==> src/rtl/hazard_pkg.sv <==
// Shared types and constants for the pipeline hazard controller.
package hazard_pkg;

  typedef enum logic [0:0] {
    RUN      = 1'b0,
    MDU_WAIT = 1'b1
  } mdu_state_e;

  localparam logic [1:0] MEMTOREG_LOAD = 2'b01;
  localparam logic [4:0] REG_ZERO      = 5'd0;

  typedef struct packed {
    logic pc_wr;
    logic ifid_wr;
    logic ifid_flush;
    logic bubble;
  } hz_ctrl_t;

  localparam hz_ctrl_t CTRL_RUN   = '{pc_wr: 1'b1, ifid_wr: 1'b1, ifid_flush: 1'b0, bubble: 1'b0};
  localparam hz_ctrl_t CTRL_STALL = '{pc_wr: 1'b0, ifid_wr: 1'b0, ifid_flush: 1'b0, bubble: 1'b1};
  localparam hz_ctrl_t CTRL_FLUSH = '{pc_wr: 1'b1, ifid_wr: 1'b1, ifid_flush: 1'b1, bubble: 1'b1};
  localparam hz_ctrl_t CTRL_RST   = '{pc_wr: 1'b0, ifid_wr: 1'b0, ifid_flush: 1'b0, bubble: 1'b1};

  // True when the EX destination feeds a source of the ID instruction; r0 never matches.
  function automatic logic src_match(input logic [4:0] rw, input logic [4:0] ra,
                                     input logic [4:0] rb, input logic uses_rb);
    return (rw != REG_ZERO) && ((rw == ra) || (uses_rb && (rw == rb)));
  endfunction

endpackage

==> src/rtl/mdu_scoreboard.sv <==
// Tracks the HI/LO busy window of an in-flight mult/div with a down-counter.
import hazard_pkg::*;

module mdu_scoreboard #(
  parameter int MDU_LAT = 4
) (
  input  logic clk,
  input  logic rst,
  input  logic issue_i,
  output logic mdu_busy_o
);

  localparam int CW = $clog2(MDU_LAT + 1);

  mdu_state_e    state_q, state_d;
  logic [CW-1:0] cnt_q, cnt_d;

  // Once issued the mult is past ID, so the count runs regardless of stalls or flushes.
  always_comb begin
    state_d = state_q;
    cnt_d   = cnt_q;
    case (state_q)
      RUN: begin
        if (issue_i && (cnt_q == '0)) begin
          cnt_d   = CW'(MDU_LAT);
          state_d = MDU_WAIT;
        end
      end
      MDU_WAIT: begin
        cnt_d = cnt_q - CW'(1);
        if (cnt_q == CW'(1)) state_d = RUN;
      end
      default: begin
        state_d = RUN;
        cnt_d   = '0;
      end
    endcase
  end

  always_ff @(posedge clk or posedge rst) begin
    if (rst) begin
      state_q <= RUN;
      cnt_q   <= '0;
    end else begin
      state_q <= state_d;
      cnt_q   <= cnt_d;
    end
  end

  assign mdu_busy_o = (cnt_q != '0);

endmodule

==> src/rtl/hazard_ctrl.sv <==
// Load-use / branch-flush / HI-LO hazard controller for the ID stage.
// Optional HAZARD_PERF_EN adds stall_cycles and flush_count performance counters.
import hazard_pkg::*;

module hazard_ctrl #(
  parameter int MDU_LAT = 4
) (
  input  logic        clk,
  input  logic        rst,
  input  logic [4:0]  id_ra,
  input  logic [4:0]  id_rb,
  input  logic        id_uses_rb,
  input  logic        id_reads_HL,
  input  logic        id_mult,
  input  logic [4:0]  ex_rw,
  input  logic        ex_regWr,
  input  logic [1:0]  ex_memtoreg,
  input  logic        ex_branch_taken,
`ifdef HAZARD_PERF_EN
  output logic [31:0] stall_cycles,
  output logic [31:0] flush_count,
`endif
  output logic        pc_wr,
  output logic        ifid_wr,
  output logic        ifid_flush,
  output logic        BranchBubble,
  output logic        mdu_busy
);

  logic     load_use, hl_hazard, stall, issue;
  hz_ctrl_t ctrl;

  assign load_use  = (ex_memtoreg == MEMTOREG_LOAD) && ex_regWr &&
                     src_match(ex_rw, id_ra, id_rb, id_uses_rb);
  assign hl_hazard = mdu_busy && (id_reads_HL || id_mult);
  assign stall     = load_use || hl_hazard;

  // A mult only issues when it actually leaves ID: no flush, no stall.
  assign issue = id_mult && !rst && !ex_branch_taken && !stall;

  mdu_scoreboard #(.MDU_LAT(MDU_LAT)) u_mdu (
    .clk        (clk),
    .rst        (rst),
    .issue_i    (issue),
    .mdu_busy_o (mdu_busy)
  );

  always_comb begin
    ctrl = CTRL_RUN;
    if (rst)                  ctrl = CTRL_RST;
    else if (ex_branch_taken) ctrl = CTRL_FLUSH;
    else if (stall)           ctrl = CTRL_STALL;
  end

  assign pc_wr        = ctrl.pc_wr;
  assign ifid_wr      = ctrl.ifid_wr;
  assign ifid_flush   = ctrl.ifid_flush;
  assign BranchBubble = ctrl.bubble;

`ifdef HAZARD_PERF_EN
  logic [31:0] stall_cycles_q, flush_count_q;

  always_ff @(posedge clk or posedge rst) begin
    if (rst) begin
      stall_cycles_q <= '0;
      flush_count_q  <= '0;
    end else if (ex_branch_taken) begin
      flush_count_q  <= flush_count_q + 32'd1;
    end else if (stall) begin
      stall_cycles_q <= stall_cycles_q + 32'd1;
    end
  end

  assign stall_cycles = stall_cycles_q;
  assign flush_count  = flush_count_q;
`endif

endmodule

==> config.mk <==
export PLATFORM = sky130hd
export DESIGN_NAME = hazard_ctrl
export DESIGN_NICKNAME = d
export VERILOG_FILES = /design/src/rtl/hazard_pkg.sv /design/src/rtl/mdu_scoreboard.sv /design/src/rtl/hazard_ctrl.sv
export SDC_FILE = /design/constraint.sdc
export NUM_CORES = 1
export LEC_CHECK = 0
export ABC_AREA = 1
export CAP_MARGIN = 0
export CORE_MARGIN = 4
export CORE_UTILIZATION = 33
export CTS_CLUSTER_SIZE = 40
export DETAILED_ROUTE_END_ITERATION = 10
export PLACE_DENSITY = 0.74
export SYNTH_ARGS = -nofsm -noshare
export SYNTH_HDL_FRONTEND = slang
export SYNTH_SLANG_ARGS = --single-unit
==> constraint.sdc <==
create_clock -name clk -period 1.4 [get_ports clk]
set_input_delay 0.35 -clock clk [delete_from_list [all_inputs] [get_ports clk]]
set_output_delay 0.35 -clock clk [all_outputs]
set_load 0.02 [all_outputs]
==> results of run 1 <==
## per-stage QoR
| stage | utilization [%] | setup TNS, ns | setup WS, ns |
|---|---|---|---|
| final | 66.15 | -0.9896 | -0.2784 |
| after global routing | 66.15 | -1.265 | -0.3409 |
| after CTS | 65.61 | -0.8698 | -0.2644 |
| after detailed placement | 65.79 | -5.645 | -1.079 |
| after global placement | 65.79 | -5.470 | -1.037 |
| after floorplan | - | -0.1519 | -0.1519 |
## sequential cells by signal, indices dropped and copies added, names as in the netlist
name / flops
u_mdu.cnt_q: 3
u_mdu.state_q: 1
## layer usage
layer  global-route usage, %  routed length [um]  vias to the layer above
met5                       0                   0                        -
met4                   3.315                   0                        0
met3                   2.256                 142                        0
li1                        -                   -                      367
met2                   28.34                 803                       20
met1                   15.95                 577                      307
## critical path, cell delays in order, from the launching register on
cell and delay [ns]:
dfrtp_1 0.38, inv_2 0.08, ha_4 0.13, nand2_4 0.05, o21ai_4 0.06, nand2_2 0.09, a21oi_4 0.17, buf_6 0.13
## kinds of logic after synthesis
| family | count (synthesis) | share of synthesized area (%) |
|---|---|---|
| compound gates | 4 | 3.901 |
| buf+inv | 22 | 16.83 |
| simple gates | 61 | 50.73 |
| flops | 4 | 19.51 |
| fa+ha+maj | 3 | 7.318 |
| xor+xnor | 1 | 1.708 |
## power groups by stage
stage / Sequential, mW / Clock [mW] / Combinational [mW]
2_1_floorplan: 0.213 / 0 / 0.406
3_3_place_gp: 0.215 / 0 / 0.697
3_5_place_dp: 0.218 / 0 / 0.713
4_1_cts: 0.216 / 0.141 / 0.717
5_1_grt: 0.224 / 0.152 / 0.836
6_report: 0.218 / 0.134 / 0.758
## cell type report
class | count | area share (%)
clock buffers | 3 | 2.462
inverters | 21 | 8.618
multi-input cells | 69 | 42.27
flip-flops and latches | 4 | 10.94
well taps | 15 | 2.052
repair buffers | 40 | 33.65
## cell usage in the layout, fill, tap and decap left out, types with 3 or more instances in the layout
cell type,synthesis,layout
dlygate4sd2_1,0,9
inv_2,3,8
clkbuf_4,0,3
clkbuf_2,0,8
nand3_1,7,7
nor2_1,9,6
buf_6,0,5
nand2_2,2,4
inv_1,18,13
nand2_1,38,35
buf_4,1,17
dfrtp_1,4,4
## final timing paths
kind	cells past startpoint	endpoint	slack (ns)	startpoint
worst max register to register	9	u_mdu.cnt_q[2]	0.08	u_mdu.cnt_q[0]
worst min-delay path	3	u_mdu.cnt_q[1]	0.33	rst
max in group asynchronous	3	u_mdu.state_q	0.96	rst
worst min register to register	2	u_mdu.cnt_q[1]	0.51	u_mdu.cnt_q[1]
min in group clk	2	u_mdu.cnt_q[1]	0.51	u_mdu.cnt_q[1]
worst max-delay path	7	pc_wr	-0.28	u_mdu.cnt_q[0]
## what timing repair did
item	4_1_cts	5_1_grt
gates cloned	0	0
setup buffers	1	2
setup endpoints to repair	9	5
pin swaps	22	14
resized for setup	79	20
hold buffers	0	0
==> flow_metrics.py, run 1 <==
metrics = {
    "synth": {
        "synth-main-ff-cell": "dfrtp_1",
        "synth_seq_area_share_pct": 19.51,
        "synth.most_common_cell": "nand2_1",
        "yosys_warnings": 0,
        "yosysTopAreaCell": "nand2_1",
        "synth-edff-count": 0,
        "synth_fp_nets": 122,
        "synth.distinct_cells": 15,
        "synth.top_cells.by_area": "nand2_1 (28%), dfrtp_1 (20%), inv_1 (13%)",
        "avgSynthCellArea_um2": 5.400,
        "postSynthCellCount": 95,
        "syn_area_um2": 513.0,
        "synth_common_cells": "nand2_1 (38), inv_1 (18), nor2_1 (9)",
        "yosys.area.top_type_share_pct": 27.80,
        "async_flop_share_pct": 100.0,
        "ys_ff_latch": 4,
    },
    "drt": {
        "drt.antenna.violating_nets": 0,
        "drt_iter0_drc": 3,
        "remaining_drc_errors": 0,
        "wl_per_cell_um": 10.01,
        "vias_per_cell": 4.566,
        "wirelength_um": 1522,
        "vias": 694,
        "dr.pass1.iters": 4,
    },
    "timing": {
        "max-slew-margin-rel_pct": 87.52,
        "worst_slew_pin_slew_ns": 0.1872,
        "finalSetupViolations": 4,
        "clock-skew-final_ns": 0.001174,
        "grt_setup_unrepaired": "true",
        "fin_crit_ns": 1.678,
        "holdWs_ns": 0.3303,
        "setup_ws_ns": -0.2784,
        "clock.fmax_mhz": 595.8,
        "hold_viol": 0,
        "min_period_over_period_pct": 119.9,
        "maxSlewViolCount": 0,
    },
    "min_path": {
        "hold_class": "in2async",
    },
    "layout": {
        "final_area_um2": 914.6,
        "drive_gt1_share_pct": 40.88,
        "fillers": 136,
        "regArea_um2": 100.1,
        "syn_to_final_growth_pct": 78.29,
        "nets": 166,
        "stdcell_count": 152,
        "diodes": 0,
        "multi_input_area_um2": 386.6,
    },
    "cts": {
        "tritoncts": "done",
        "clk_pin_slew_ns": 0.03,
        "cts_max_path_buffers": 2,
        "cts.htree.levels": 1,
        "numCtsBuffers": 3,
        "insertion_delay_ns": 0.23,
        "cts_root_buf": "clkbuf_4",
        "cts.sinks": 4,
    },
    "die": {
        "core_um2": 1383,
        "die_y_um": 47.43,
        "std_cell_rows": 13,
        "io_pins": 29,
        "die_w_um": 47.43,
        "initial_core_util_pct": 37.10,
        "dieArea_um2": 2249,
    },
    "power_and_ir_drop": {
        "pwr-share-seq_pct": 19.6,
        "p_leak_nw": 0.5533,
        "power_frac_comb_pct": 68.3,
        "p_total_mw": 1.110,
        "internal_power_uw": 663.6,
        "switching_share_pct": 40.21,
        "clockPowerShare_pct": 12.0,
        "p_per_area_nw_per_um2": 1214,
        "peakVddDrop_mv": 0.8790,
        "power.switching_uw": 446.3,
    },
    "placement": {
        "place_area_um2": 909.6,
        "place.gp.congestion": 0.7586,
        "dp_cells": 146,
        "dp_hpwl_um": 1270,
        "numPortBuffers": 28,
    },
    "worst_setup_path": {
        "cp-start-kind": "register",
        "worstSetupPathType": "reg2out",
        "cp-end-kind": "output port",
        "critical_path.max_fanout": 2,
        "required_ns": 1.05,
        "critPathArrivalTime_ns": 1.33,
    },
    "grt": {
        "track_usage_pct": 14.46,
        "grt_max_degree": 6,
        "grt_antenna_before_repair": 0,
        "grt_pass1_wl_um": 2352,
        "grt_overflow_total": 0,
        "grt_pass1_vias": 644,
    },
    "run_status": {
        "status": "finished, violations left",
        "violations": "negative setup slack",
    },
    "job": {
        "max_cap_violations": 0,
    },
}
(Power assumes the default switching activity.)
==> run 2, diff against run 1 <==
--- a/config.mk
+++ b/config.mk
@@ -7,11 +7,13 @@
 export LEC_CHECK = 0
 export ABC_AREA = 1
 export CAP_MARGIN = 0
+export CELL_PAD_IN_SITES_DETAIL_PLACEMENT = 1
+export CELL_PAD_IN_SITES_GLOBAL_PLACEMENT = 1
 export CORE_MARGIN = 4
-export CORE_UTILIZATION = 33
+export CORE_UTILIZATION = 20
 export CTS_CLUSTER_SIZE = 40
 export DETAILED_ROUTE_END_ITERATION = 10
-export PLACE_DENSITY = 0.74
+export PLACE_DENSITY_LB_ADDON = 0.1
 export SYNTH_ARGS = -nofsm -noshare
 export SYNTH_HDL_FRONTEND = slang
 export SYNTH_SLANG_ARGS = --single-unit
==> flow_metrics.py, run 2 (same netlist as run 1, synthesis figures left out) <==
metrics = {
    "run_status": {
        "status": "finished, violations left",
        "violations": "negative setup slack",
    },
    "worst_setup_path": {
        "crit_family": "flip-flops",
        "critical_path.max_fanout": 2,
        "r2r-start": "u_mdu.cnt_q[0]",
        "critPathSlowestCell": "dfrtp_1",
        "required_ns": 1.05,
        "cp-end-kind": "output port",
        "crit_end": "ifid_wr",
        "crit_start": "u_mdu.cnt_q[0]",
        "path_cells": "inv_2 > ha_4 > nand2_4 > o21ai_4 > nand2_2 > a21oi_4 > buf_6",
        "cp-start-kind": "register",
        "reg2reg_depth": 7,
        "worstSetupPathType": "reg2out",
        "cp.depth": 7,
        "crit_buf_inv": 2,
        "r2r-end": "u_mdu.state_q",
        "slowest_delay_ns": 0.38,
        "critPathArrivalTime_ns": 1.35,
        "rrSetupSlack_ns": 0.10,
    },
    "power_and_ir_drop": {
        "p_total_mw": 1.218,
        "p_per_area_nw_per_um2": 1264,
        "p_leak_nw": 0.5650,
        "peakVddDrop_mv": 0.7362,
    },
    "cts": {
        "cts.htree.levels": 1,
        "tritoncts": "done",
        "cts_hold_buf": 0,
        "clk_pin_slew_ns": 0.04,
        "cts.sinks": 4,
        "cts_max_path_buffers": 2,
        "cts_root_buf": "clkbuf_4",
        "insertion_delay_ns": 0.23,
        "numCtsBuffers": 3,
    },
    "layout": {
        "layout_common_cells": "nand2_1 (36), buf_4 (17), inv_1 (12)",
        "final_common_cell": "nand2_1",
        "fillers": 325,
        "syn_to_final_growth_pct": 87.80,
        "largest-register": "u_mdu.cnt_q",
        "largest_reg_flops": 3,
        "drive_gt1_share_pct": 45.00,
        "diodes": 0,
        "final_util_pct": 39.25,
        "nets": 169,
        "reg_top3": "u_mdu.cnt_q: 3 flops, u_mdu.state_q: 1 flops",
    },
    "die": {
        "die_y_um": 58.65,
        "io_pins": 29,
        "std_cell_rows": 18,
        "die_w_um": 58.65,
        "core_um2": 2455,
        "dieArea_um2": 3439,
        "initial_core_util_pct": 20.90,
    },
    "timing": {
        "maxSlewViolCount": 0,
        "max-slew-margin-rel_pct": 85.79,
        "setup_ws_ns": -0.3007,
        "min_period_over_period_pct": 121.5,
        "finalSetupViolations": 4,
        "clock-skew-final_ns": 0.002149,
        "fin_crit_ns": 1.701,
        "grt_setup_unrepaired": "true",
        "hold_viol": 0,
        "clock.fmax_mhz": 588.0,
        "worst_slew_pin_slew_ns": 0.2132,
    },
    "job": {
        "max_cap_violations": 0,
    },
    "min_path": {
        "hold_class": "in2async",
    },
    "drt": {
        "vias_per_cell": 4.171,
        "vias": 709,
        "drt_iter0_drc": 10,
        "remaining_drc_errors": 0,
        "drt.antenna.violating_nets": 0,
        "wl_per_cell_um": 9.982,
        "dr.pass1.iters": 3,
        "wirelength_um": 1697,
    },
    "placement": {
        "numPortBuffers": 28,
        "place.gp.congestion": 0.6899,
        "dp_hpwl_um": 1447,
    },
    "grt": {
        "grt_pass1_vias": 711,
        "grt_antenna_before_repair": 0,
        "grt_max_degree": 6,
        "track_usage_pct": 10.63,
        "grt_pass1_wl_um": 2877,
        "grt_overflow_total": 0,
    },
}
-- run 2: final cells by class --
class                           instances  area, um2  area share [%]
Clock buffer                            3      22.52           2.338
Timing Repair Buffer                   43      316.6           32.86
Inverter                               21      81.33           8.442
Tap cell                               30      37.54           3.896
Multi-Input combinational cell         69      405.4           42.08
Sequential cell                         4      100.1           10.39
-- run 2: where the power goes --
group	switching, mW	total [mW]	internal, mW
sequential	0.0449	0.220	0.175
combinational	0.399	0.859	0.459
clock	0.0435	0.139	0.0956
-- run 2: how the worst min path moves through the flow --
stage / start / endpoint / slack (ns) / cells past startpoint
after global routing: rst / u_mdu.cnt_q[1] / 0.34 / 3
final: rst / u_mdu.cnt_q[1] / 0.32 / 3
after global placement: u_mdu.cnt_q[1] / u_mdu.cnt_q[1] / 0.50 / 2
after CTS: rst / u_mdu.cnt_q[1] / 0.31 / 3
after detailed placement: u_mdu.cnt_q[2] / u_mdu.cnt_q[2] / 0.51 / 2
after floorplan: rst / u_mdu.cnt_q[0] / 0.13 / 1
-- run 2: metal layers --
metal / part of all wire, % / GRT usage, % / up-vias
met4: 0 / 2.913 / 0
met3: 7.8 / 1.974 / 0
li1: - / - / 374
met1: 44 / 12.72 / 316
met5: 0 / 0 / -
met2: 48 / 19.30 / 19
-- run 2: metrics by stage --
stage | cells | area (um2) | setup slack (ns) | setup TNS (ns) | hold WS (ns)
detailed placement | 162 | 935.9 | -1.120 | -5.952 | 0.5080
global placement | 162 | 935.9 | -1.075 | -5.763 | 0.5032
CTS | 168 | 965.9 | -0.2996 | -0.9821 | 0.3113
floorplan | 95 | 554.3 | -0.1519 | -0.1519 | 0.1329
finish | 170 | 963.4 | -0.3007 | -0.9455 | 0.3243
global route | 170 | 963.4 | -0.3837 | -1.255 | 0.3357
-- run 2: worst reg2reg max path: cells and delay by family (launching register included) --
family / cells / cell delay, ns
compound gates: 1 / 0.16
fa+ha+maj: 1 / 0.14
buf+inv: 2 / 0.22
flops: 1 / 0.38
simple gates: 3 / 0.31
-- run 2: what timing repair did --
| item | in CTS | in global routing |
|---|---|---|
| setup buffers | 3 | 3 |
| pin swaps | 22 | 13 |
| gates resized for setup | 79 | 20 |
| setup endpoints to repair | 9 | 8 |
| hold endpoints to repair | 0 | 0 |
==> run 3, diff against run 2 <==
--- a/config.mk
+++ b/config.mk
@@ -5,15 +5,15 @@
 export SDC_FILE = /design/constraint.sdc
 export NUM_CORES = 1
 export LEC_CHECK = 0
-export ABC_AREA = 1
 export CAP_MARGIN = 0
 export CELL_PAD_IN_SITES_DETAIL_PLACEMENT = 1
 export CELL_PAD_IN_SITES_GLOBAL_PLACEMENT = 1
 export CORE_MARGIN = 4
-export CORE_UTILIZATION = 20
+export CORE_UTILIZATION = 21
 export CTS_CLUSTER_SIZE = 40
 export DETAILED_ROUTE_END_ITERATION = 10
 export PLACE_DENSITY_LB_ADDON = 0.1
 export SYNTH_ARGS = -nofsm -noshare
 export SYNTH_HDL_FRONTEND = slang
+export SYNTH_HIERARCHICAL = 1
 export SYNTH_SLANG_ARGS = --single-unit
==> flow_metrics.py, run 3 <==
metrics = {
    "run_status": {
        "status": "finished, violations left",
        "violations": "negative setup slack",
    },
    "cts": {
        "tritoncts": "done",
        "insertion_delay_ns": 0.23,
        "cts_root_buf": "clkbuf_4",
        "cts.sinks": 4,
        "clk_pin_slew_ns": 0.04,
        "cts_max_path_buffers": 2,
        "cts.htree.levels": 1,
        "numCtsBuffers": 3,
    },
    "power_and_ir_drop": {
        "p_total_uw": 464.4,
        "peakVddDrop_mv": 0.4485,
        "internal_power_uw": 335.0,
        "power.switching_uw": 129.4,
        "p_per_area_nw_per_um2": 443.0,
        "pwr-share-seq_pct": 25.0,
        "power_frac_comb_pct": 44.9,
        "p_leak_nw": 0.5106,
        "clockPowerShare_pct": 30.0,
        "switching_share_pct": 27.87,
    },
    "grt": {
        "track_usage_pct": 13.20,
        "grt_antenna_before_repair": 0,
        "grt_pass1_wl_um": 2739,
        "grt_overflow_total": 0,
        "grt_pass1_vias": 595,
        "grt_max_degree": 10,
    },
    "layout": {
        "largest_reg_flops": 3,
        "final_util_pct": 52.38,
        "layout_common_cells": "buf_4 (15), buf_6 (11), xnor2_2 (9)",
        "reg_top3": "u_mdu/cnt_q: 3 flops, u_mdu/state_q: 1 flops",
        "diodes": 0,
        "nets": 129,
        "final_common_cell": "buf_4",
        "drive_gt1_share_pct": 62.00,
        "largest-register": "u_mdu/cnt_q",
        "stdcell_count": 127,
        "syn_to_final_growth_pct": 134.1,
    },
    "synth": {
        "synth.distinct_cells": 26,
        "yosys_warnings": 6,
        "synthXorXnorAreaFrac_pct": 19.55,
        "synth_seq_area_share_pct": 22.35,
        "yosysTopAreaCell": "dfrtp_1",
        "synth_common_cells": "xnor2_1 (10), inv_1 (5), dfrtp_1 (4), nand2b_1 (4)",
        "synth_simple_gate_area_share_pct": 20.67,
        "avgSynthCellArea_um2": 8.783,
        "synth-main-ff-cell": "dfrtp_1",
        "synth_compound_area_share_pct": 23.18,
        "synth-edff-count": 0,
        "synth_top_family_by_area": "compound AO/OA/AOI/OAI gates",
        "yosys.area.top_type_share_pct": 22.35,
        "synthAdderAreaFrac_pct": 8.380,
        "synth_mux_area_share_pct": 0,
        "synth_fp_nets": 78,
        "syn_area_um2": 447.9,
        "synth.top_cells.by_area": "dfrtp_1 (22%), xnor2_1 (20%), ha_1 (8.4%)",
        "ys_ff_latch": 4,
        "async_flop_share_pct": 100.0,
        "postSynthCellCount": 51,
        "synth.most_common_cell": "xnor2_1",
    },
    "worst_setup_path": {
        "required_ns": 1.05,
        "slowest_delay_ns": 0.54,
        "crit_path_frequent_cell": "buf_6",
        "cp-start-kind": "input pin",
        "critPathArrivalTime_ns": 1.71,
        "path_cells": "buf_6 > or4_4 > o2111ai_4 > nor2_4 > a221oi_4 > buf_6",
        "worstSetupPathType": "in2out",
        "cp-end-kind": "output port",
        "critical_path.max_fanout": 2,
        "critPathSlowestCell": "or4_4",
        "crit_family": "simple AND/OR/NAND/NOR gates",
        "crit_buf_inv": 2,
    },
    "die": {
        "std_cell_rows": 16,
        "initial_core_util_pct": 22.38,
        "die_y_um": 54.19,
        "core_um2": 2002,
        "dieArea_um2": 2936,
        "die_w_um": 54.19,
        "io_pins": 29,
    },
    "placement": {
        "place.gp.congestion": 0.7375,
        "numPortBuffers": 28,
        "dp_hpwl_um": 1404,
        "dp_cells": 121,
        "dp_slack_ns": -1.467,
    },
    "drt": {
        "wirelength_um": 1798,
        "drt_iter0_drc": 2,
        "drt.antenna.violating_nets": 0,
        "vias_per_cell": 4.370,
        "wl_per_cell_um": 14.16,
        "vias": 555,
        "remaining_drc_errors": 0,
        "dr.pass1.iters": 2,
    },
    "timing": {
        "worst_slew_pin_slew_ns": 0.2832,
        "clock-skew-final_ns": 0.002923,
        "setup_ws_ns": -0.6625,
        "max-slew-margin-rel_pct": 81.12,
        "fin_setup_tns_ns": -3.471,
        "grt_setup_unrepaired": "true",
        "finalSetupViolations": 8,
        "maxSlewViolCount": 0,
        "clock.fmax_mhz": 484.8,
        "hold_viol": 0,
        "fin_crit_ns": 2.063,
        "min_period_over_period_pct": 147.3,
    },
    "min_path": {
        "hold_class": "in2async",
    },
    "job": {
        "max_cap_violations": 0,
    },
}
## run 3: cell types whose count changed after synthesis, moves of 4 or more
cell	change
nand2b_1	+4
xnor2_1	+9
nor2_1	-8
nand3_1	-6
nand2_1	-35
inv_1	-13
## run 3: repair_timing
action                                  CTS  global route
gates resized for setup                  89            17
endpoints found under the hold margin     0             0
pin swaps                                14            17
endpoints found under the setup margin    9             9
setup buffers                             2             3
hold buffers                              0             0
## run 3: path summary, 6_finish.rpt
| kind | from | end | slack (ns) | cells past startpoint |
|---|---|---|---|---|
| min in group clk | u_mdu/cnt_q[2] | u_mdu/state_q | 0.61 | 2 |
| max reg2reg | u_mdu/cnt_q[0] | u_mdu/state_q | -0.30 | 9 |
| min | rst | u_mdu/cnt_q[2] | 0.35 | 3 |
| min reg2reg | u_mdu/cnt_q[2] | u_mdu/state_q | 0.61 | 2 |
| max in group asynchronous | rst | u_mdu/cnt_q[0] | 0.89 | 3 |
| max | ex_rw[2] | pc_wr | -0.66 | 6 |
## run 3: kinds of logic (layout without fill, tap and decap cells)
kind of cell	count (synthesis)	count (layout)
compound gates	12	12
xor+xnor	10	10
fa+ha+maj	3	3
buf+inv	6	55
flops	4	4
simple gates	16	16
## run 3: worst register-to-register path, stage by stage (launching register included)
cell,delay (ns)
dfrtp_1,0.39
inv_2,0.08
ha_4,0.15
nand2b_4,0.06
o21a_4,0.13
nor3_2,0.16
buf_4,0.14
o211a_1,0.15
and3b_2,0.23
o22a_1,0.14
## run 3: area by class of cell
class / count / area, um2
clock buffers: 3 / 22.52
fillers: 235 / 953.4
inverters: 5 / 18.77
well taps: 27 / 33.78
repair buffers: 47 / 405.4
multi-input cells: 41 / 467.9
flip-flops and latches: 4 / 100.1
## run 3: power by group through the flow
stage | combinational [mW] | clock [mW] | sequential (mW)
after detailed placement | 0.179 | 0 | 0.118
after CTS | 0.202 | 0.147 | 0.116
after global routing | 0.223 | 0.168 | 0.116
after global placement | 0.176 | 0 | 0.118
after floorplan | 0.0624 | 0 | 0.118
final | 0.209 | 0.140 | 0.116
## run 3: stage by stage
stage / hold WS (ns) / cell area (um2)
after floorplan: 0.1161 / 473.0
after global placement: 0.5888 / 899.6
after detailed placement: 0.5932 / 899.6
after CTS: 0.3501 / 1026
after global routing: 0.3503 / 1049
final: 0.3497 / 1049
## run 3: layer usage
layer | GRT usage, % | vias up | routed length, um
met2 | 25.70 | 16 | 1048
met1 | 13.53 | 262 | 644
met5 | 0 | - | 0
met4 | 1.245 | 0 | 0
met3 | 4.986 | 0 | 105
li1 | - | 277 | -
